**src/rtl/alu_pkg.sv**
```systemverilog
// Shared opcode encodings, FSM state type and flag bit positions for the
// sequential ALU core.
package alu_pkg;

  localparam logic [2:0] OP_ADD  = 3'd0;
  localparam logic [2:0] OP_COMP = 3'd1;
  localparam logic [2:0] OP_SHR  = 3'd2;
  localparam logic [2:0] OP_SHL  = 3'd3;
  localparam logic [2:0] OP_CMPC = 3'd4;
  localparam logic [2:0] OP_CMPN = 3'd5;
  localparam logic [2:0] OP_ONE  = 3'd6;
  localparam logic [2:0] OP_LOAD = 3'd7;

  typedef enum logic {
    IDLE  = 1'b0,
    SHIFT = 1'b1
  } state_e;

  localparam int FLAG_Z = 0;
  localparam int FLAG_C = 1;
  localparam int FLAG_N = 2;

endpackage

```
**src/rtl/alu_serial_shifter.sv**
```systemverilog
// One-bit-per-cycle logical shifter. q/last_out present the value and the
// outgoing bit of the step taken on the coming edge; done marks the final step.
module alu_serial_shifter #(
  parameter int WIDTH = 4,
  parameter int AMT_W = $clog2(WIDTH) + 1
) (
  input  logic             clk,
  input  logic             rst,
  input  logic             start,
  input  logic             dir,
  input  logic [WIDTH-1:0] data,
  input  logic [AMT_W-1:0] amt,
  output logic             busy,
  output logic             done,
  output logic [WIDTH-1:0] q,
  output logic             last_out
);

  logic [AMT_W-1:0] cnt_q;
  logic [WIDTH-1:0] work_q;
  logic             dir_q;

  // dir = 1 shifts left, dir = 0 shifts right
  assign busy     = (cnt_q != '0);
  assign done     = (cnt_q == AMT_W'(1));
  assign q        = dir_q ? {work_q[WIDTH-2:0], 1'b0} : {1'b0, work_q[WIDTH-1:1]};
  assign last_out = dir_q ? work_q[WIDTH-1] : work_q[0];

  always_ff @(posedge clk) begin
    if (rst) begin
      cnt_q <= '0;
    end else if (start) begin
      cnt_q <= amt;
    end else if (busy) begin
      cnt_q <= cnt_q - AMT_W'(1);
    end
  end

  always_ff @(posedge clk) begin
    if (start) begin
      work_q <= data;
      dir_q  <= dir;
    end else if (busy) begin
      work_q <= q;
    end
  end

endmodule

```
**src/rtl/alu_seq_core.sv**
```systemverilog
// Registered ALU with valid/ready request side and a one-cycle out_valid pulse.
// Variable shifts in range 1..WIDTH-1 run serially; everything else completes next cycle.
module alu_seq_core
  import alu_pkg::*;
#(
  parameter int WIDTH = 4,
  parameter int AMT_W = $clog2(WIDTH) + 1
) (
  input  logic             clk,
  input  logic             rst,
  input  logic             in_valid,
  output logic             in_ready,
  input  logic [2:0]       opcode,
  input  logic [WIDTH-1:0] a,
  input  logic [WIDTH-1:0] b,
  output logic             out_valid,
  output logic [WIDTH-1:0] result,
  output logic [2:0]       flags
);

  state_e           state_q, state_d;
  logic [WIDTH-1:0] result_q, result_d;
  logic [2:0]       flags_q, flags_d;
  logic             vld_q, vld_d;

  logic [AMT_W-1:0]        amt;
  logic                    amt_big, is_shift, serial, sh_start;
  logic [WIDTH:0]          sum;
  logic signed [WIDTH-1:0] a_s, b_s;
  logic [WIDTH-1:0]        alu_res, sh_q;
  logic                    alu_c, sh_busy, sh_done, sh_last;

  function automatic logic [2:0] make_flags(input logic [WIDTH-1:0] r, input logic c);
    logic [2:0] f;
    f         = '0;
    f[FLAG_Z] = (r == '0);
    f[FLAG_C] = c;
    f[FLAG_N] = r[WIDTH-1];
    return f;
  endfunction

  assign amt      = b[AMT_W-1:0];
  assign amt_big  = (amt >= AMT_W'(WIDTH));
  assign is_shift = (opcode == OP_SHR) || (opcode == OP_SHL);
  assign serial   = is_shift && (amt != '0) && !amt_big;
  assign sum      = {1'b0, a} + {1'b0, b};
  assign a_s      = a;
  assign b_s      = b;

  // Single-cycle datapath; shift paths here only cover amt == 0 and amt >= WIDTH
  always_comb begin
    alu_res = '0;
    alu_c   = 1'b0;
    case (opcode)
      OP_ADD:  {alu_c, alu_res} = sum;
      OP_COMP: begin
        alu_res = -a;
        alu_c   = (a == '0);
      end
      OP_SHR:  begin
        if (amt == '0) alu_res = a;
        else           alu_c   = a[0];
      end
      OP_SHL:  begin
        if (amt == '0) alu_res = a;
        else           alu_c   = a[WIDTH-1];
      end
      OP_CMPC: begin
        alu_c   = (a < b);
        alu_res = WIDTH'(alu_c);
      end
      OP_CMPN: alu_res = WIDTH'(a_s < b_s);
      OP_ONE:  alu_res = WIDTH'(1);
      default: alu_res = b;
    endcase
  end

  alu_serial_shifter #(
    .WIDTH (WIDTH),
    .AMT_W (AMT_W)
  ) u_shifter (
    .clk      (clk),
    .rst      (rst),
    .start    (sh_start),
    .dir      (opcode == OP_SHL),
    .data     (a),
    .amt      (amt),
    .busy     (sh_busy),
    .done     (sh_done),
    .q        (sh_q),
    .last_out (sh_last)
  );

  assign in_ready = (state_q == IDLE);

  always_comb begin
    state_d  = state_q;
    result_d = result_q;
    flags_d  = flags_q;
    vld_d    = 1'b0;
    sh_start = 1'b0;
    case (state_q)
      IDLE: begin
        if (in_valid) begin
          if (serial) begin
            sh_start = 1'b1;
            state_d  = SHIFT;
          end else begin
            result_d = alu_res;
            flags_d  = make_flags(alu_res, alu_c);
            vld_d    = 1'b1;
          end
        end
      end
      default: begin
        if (sh_done) begin
          result_d = sh_q;
          flags_d  = make_flags(sh_q, sh_last);
          vld_d    = 1'b1;
          state_d  = IDLE;
        end else if (!sh_busy) begin
          state_d = IDLE;
        end
      end
    endcase
  end

  always_ff @(posedge clk) begin
    if (rst) begin
      state_q  <= IDLE;
      result_q <= '0;
      flags_q  <= 3'b001;
      vld_q    <= 1'b0;
    end else begin
      state_q  <= state_d;
      result_q <= result_d;
      flags_q  <= flags_d;
      vld_q    <= vld_d;
    end
  end

  assign out_valid = vld_q;
  assign result    = result_q;
  assign flags     = flags_q;

endmodule

```
**config.mk**
```make
export PLATFORM = sky130hd
export DESIGN_NAME = alu_seq_core
export DESIGN_NICKNAME = d
export VERILOG_FILES = /design/src/rtl/alu_pkg.sv /design/src/rtl/alu_serial_shifter.sv /design/src/rtl/alu_seq_core.sv
export SDC_FILE = /design/constraint.sdc
export NUM_CORES = 1
export LEC_CHECK = 0
export ABC_AREA = 1
export CAP_MARGIN = 25
export CORE_UTILIZATION = 57
export CTS_CLUSTER_DIAMETER = 150
export CTS_CLUSTER_SIZE = 14
export DETAILED_ROUTE_END_ITERATION = 16
export GPL_TIMING_DRIVEN = 0
export HOLD_SLACK_MARGIN = 0.02
export PLACE_DENSITY = 0.95
export SYNTH_ARGS = -nofsm -noshare
export SYNTH_HDL_FRONTEND = slang
export SYNTH_SLANG_ARGS = --single-unit
export TNS_END_PERCENT = 10
```
**constraint.sdc**
```tcl
create_clock -name clk -period 3.4 [get_ports clk]
set_input_delay 1.02 -clock clk [delete_from_list [all_inputs] [get_ports clk]]
set_output_delay 1.02 -clock clk [all_outputs]
set_load 0.1 [all_outputs]
```
* After elaboration in Yosys (flattened, before gate mapping)
Cells that the tools add are included.
** Storage, ports and cells
- Output and inout port bits :: 9
- Bits of input ports :: 14
- Word-level logic and storage cells :: 67
- Register bits after elaboration :: 17
** Cells by class
- Add/sub/neg operators :: 3
- Bitwise gates (word level) :: 1
- Reductions and logical operators :: 15
- Equal/unequal tests :: 9
- Multiplexer cells :: 29
- Magnitude comparators :: 3
** Operators by type and width (count)
- $mux W4 :: 8
- $pmux W4 S6 :: 1
- $mux W3 :: 6
- $mux W1 :: 13
- $logic_not A4 Y1 :: 3
- $eq A3 B3 Y1 const B :: 3
- $lt A4 B4 Y1 :: 2
- $eq A3 B1 Y1 const B :: 2
- $eq A3 B2 Y1 const B :: 2
- $logic_not A3 Y1 :: 2
- $reduce_bool A3 Y1 :: 2
- $add A4 B4 Y5 :: 1
- $pmux W1 S5 :: 1
- $neg A4 Y4 :: 1
- $reduce_bool A2 Y1 :: 2
- $ge A3 B3 Y1 const B :: 1
- $reduce_and A3 Y1 :: 1
- $sub A3 B1 Y3 const B :: 1
- $logic_and A1 B1 Y1 :: 2
- $ne A2 B1 Y1 const B :: 1
- $ne A2 B2 Y1 const B :: 1
- $reduce_or A2 Y1 :: 1
- $logic_not A1 Y1 :: 1
- $logic_or A1 B1 Y1 :: 1
- $not A1 Y1 :: 1

* Longest topological paths before layout
- Depth in word-level cells :: 8
- Depth in mapped cells :: 14
- Mapped depth without buffers :: 14

* By module
From an unflattened synthesis, not the netlist that was laid out.
** Unflattened totals
- Cells, all modules :: 228
- Area, all modules :: 1467.7 um2
** Modules (own cells, without submodules)
- alu_seq_core :: area each 955.9 um2, cells an instance 161, times used 1
- alu_serial_shifter :: area each 511.7 um2, cells an instance 67, times used 1

* Worst setup path before layout
No wires, ideal clock.
- Path kind :: flip-flop to output port
- Start point :: reg result_q[3] (netlist: result[3])
- End point :: out result[3]
- Stages on the path, launching flop included :: 2
- Arrival time :: 1.374 ns
- Path buffers :: 1
- Slack :: 1.006 ns
- Data required time :: 2.380 ns
- Cell sequence :: dfxtp_1 buf_4
** RTL lines
- from (decl) :: RTL line alu_seq_core.sv:22 : logic [WIDTH-1:0] result_q, result_d;
- from (signal assigned) :: RTL line alu_seq_core.sv:136 : result_q <= result_d;
- to (decl) :: RTL line alu_seq_core.sv:17 : output logic [WIDTH-1:0] result,
No word-level cell between the ends.

* Final worst setup path
- Start point :: reg state_q
- End point :: out in_ready
** On the way
- Word-level cells in the longest chain between the ends :: 1
** RTL lines
- from (decl) :: RTL line alu_seq_core.sv:21 : state_e state_q, state_d;
- from (signal assigned) :: RTL line alu_seq_core.sv:135 : state_q <= state_d;
- $not A1 Y1
- to (decl) :: RTL line alu_seq_core.sv:12 : output logic in_ready,
Every way passes these cells.

==> metrics.yaml <==
timing:
  rsz0062_at_grt: "false"
  period_share: 0.922
  whs_ns: 0.479
  tns_ns: 0
  fin_skew_ns: 0.00350
  setup_viol_count_final: 0
  period_minus_slack_ns: 3.14
  fmax_ghz: 0.319
  slew_viol_final: 0
  final_hold_viol_count: 0
  slew_headroom: 0.345
  max_slew.worst_pin.slew_ns: 0.980
synthesis:
  seq_area_frac_synth: 0.277
  synthesis.area_um2: 1340
  synth_most_common_cell: "nand2_1"
  synth_area_leaders: "nand2_1 (17%), dfxtp_1 (16%), edfxtp_1 (11%)"
  synth.top_cell.area_share: 0.165
  synthFlopType: "dfxtp_1"
  yosysTopAreaCell: "nand2_1"
  synth_edf_count: 5
  ys_top_cells_by_count: "nand2_1 (59), inv_1 (29), nor2_1 (25)"
  syn_inst: 208
  avgSynthCellArea_um2: 6.44
  ys_ff_latch: 16
  yosysUniqueCellTypes: 24
  yosysWarningCount: 0
  syn_nets: 235
  ys_async_sr_fraction: 0
detailed_routing:
  met2_wirelength_um: 1480
  wl_met3_um: 157
  drtAntennaViolNets: 0
  drc_errors: 0
  firstDrtPassIters: 4
  drt-initial-drc-count: 58
  routedWlPerCell_um: 11.5
  met1Wirelength_um: 1350
  num_vias: 1410
  viasPerCell: 5.38
  top_layer: "met4"
  routed_wirelength_um: 3020
floorplan:
  rows: 17
  core-area_um2: 2210
  dieArea_um2: 2550
  dieWidth_um: 50.5
  start_util: 0.605
  boundaryPins: 23
  die_y_um: 50.5
setup_path:
  worstPathMaxFanout: 9
  worstSetupEndpoint: "in_ready"
  crit_path_end_kind: "output pin"
  cp.required_ns: 2.38
  path_depth: 3
  critPathLaunch: "state_q"
  start_kind: "register"
  cp_slowest_stage_delay_ns: 1.17
  worst-path-buf-inv: 3
  crit_type: "reg -> out"
  crit_arrival_ns: 2.12
  r2r_slack_ns: 1.90
  r2r_end: "u_shifter.work_q[1]"
  cp_cell_sequence: "buf_2 > inv_1 > clkdlybuf4s50_1"
  critical-path-top-delay-family: "buffers and inverters"
  critical_path.slowest_cell: "clkdlybuf4s50_1"
  r2r_cells: 4
  reg2reg_from: "state_q"
layout:
  fin_nets: 262
  multiInputGateArea_um2: 828
  drive_above_1_share: 0.0684
  n_antenna_cell: 0
  fill_cells: 194
  synthToLayoutAreaGrowth_pct: 21.0
  seq_area_um2: 370
power_and_ir_drop:
  p_seq_frac: 0.393
  leakage_nw: 0.818
  power.density_nw_per_um2: 441
  p_int_uw: 407
  p_comb_frac: 0.466
  switching_share: 0.431
  ir_drop_v: 0.000549
  power.switching_uw: 308
  clkPwrFrac: 0.141
clock_tree:
  ctsResizeCount: 0
  cts_hold_buf: 0
  htreeDepth: 1
  cts_root_buffer: "clkbuf_4"
  cts_inserted_buffers: 3
  clkSinkCount: 16
  clk_latency_ns: 0.28
  clock_path_buffers: 2
  clk_pin_slew_worst_paths_ns: 0.09
  cts_tree: "built"
  post_cts_buffers: 0
run:
  max_cap_viol_count: 0
worst_hold_path:
  hold_path.class: "reg -> reg"
placement:
  dpl.hpwl_um: 2500
  port-buffer-count: 22
  place_congestion: 0.877
grt:
  grt_max_degree: 11
  gr-total-overflow: 0
  grt_pass1_vias: 1260
  gr-usage-all-layers: 0.266
  grt_pass1_wl_um: 5150
  antenna_found_initial: 0
outcome:
  status: "finished clean"
-- how the worst min path moves through the flow --
stage | start | endpoint | slack [ns] | cells past startpoint
2_1_floorplan | u_shifter.cnt_q[2] | u_shifter.cnt_q[2] | 0.52 | 3
3_3_place_gp | result[0] | result[0] | 0.46 | 2
4_1_cts | result[0] | result[0] | 0.48 | 2
5_1_grt | result[1] | result[1] | 0.50 | 2
6_report | result[0] | result[0] | 0.48 | 2
3_5_place_dp | result[0] | result[0] | 0.47 | 2
-- cell families after synthesis --
| logic type | share of synthesized area |
|---|---|
| buf+inv | 0.105 |
| flops | 0.277 |
| compound gates | 0.118 |
| fa+ha+maj | 0.127 |
| xor+xnor | 0.0131 |
| simple gates | 0.361 |
-- stage by stage --
stage          setup WS (ns)  std cells  area [um^2]  total power, mW   util
5_1_grt                0.232        262         1620            0.764  0.732
3_3_place_gp           0.431        258         1590            0.600  0.721
6_report               0.264        262         1620            0.715  0.732
2_1_floorplan           1.01        208         1340            0.525      -
3_5_place_dp           0.433        258         1590            0.616  0.721
4_1_cts                0.275        262         1620            0.717  0.732
-- power groups by stage --
stage / combinational, mW / sequential, mW / clock [mW]
6_report: 0.333 / 0.281 / 0.101
4_1_cts: 0.332 / 0.281 / 0.103
3_3_place_gp: 0.318 / 0.282 / 0
2_1_floorplan: 0.196 / 0.329 / 0
3_5_place_dp: 0.330 / 0.286 / 0
5_1_grt: 0.368 / 0.286 / 0.110
-- layer usage --
layer	track usage	vias to the layer above
li1	-	717
met1	0.333	630
met2	0.480	56
met3	0.0364	7
met4	0.0556	0
met5	0	-
-- layout make-up --
cell class / count / share of cell area
buffer: 2 / 0.00772
clock buffer: 3 / 0.0139
clock inverter: 1 / 0.00232
inverter: 34 / 0.0788
multi-input combinational: 156 / 0.511
sequential: 16 / 0.229
tap: 28 / 0.0216
timing repair buffer: 22 / 0.136
-- cell usage in the layout, fill, tap and decap left out, drive strengths merged, types with 3 or more instances in the layout --
master / n
inv: 34
dfxtp: 11
nand3: 20
nor2: 26
nand4: 3
clkdlybuf4s50: 22
edfxtp: 5
nand2: 61
clkbuf: 3
ha: 12
o21ai: 15
a21oi: 10
-- worst reg2reg max path, cell delays in order (launching register included) --
cell,delay (ns)
dfxtp_1,0.32
buf_2,0.17
nor2_1,0.23
nand4_4,0.21
nand3_1,0.27
-- sequential cells by signal, indices dropped and copies added (netlist names) --
name and cells:
flags 2, out_valid 1, result 4, state_q 1
u_shifter.cnt_q 3, u_shifter.dir_q 1, u_shifter.work_q 4
No activity file was read; power rests on OpenSTA's default activity.
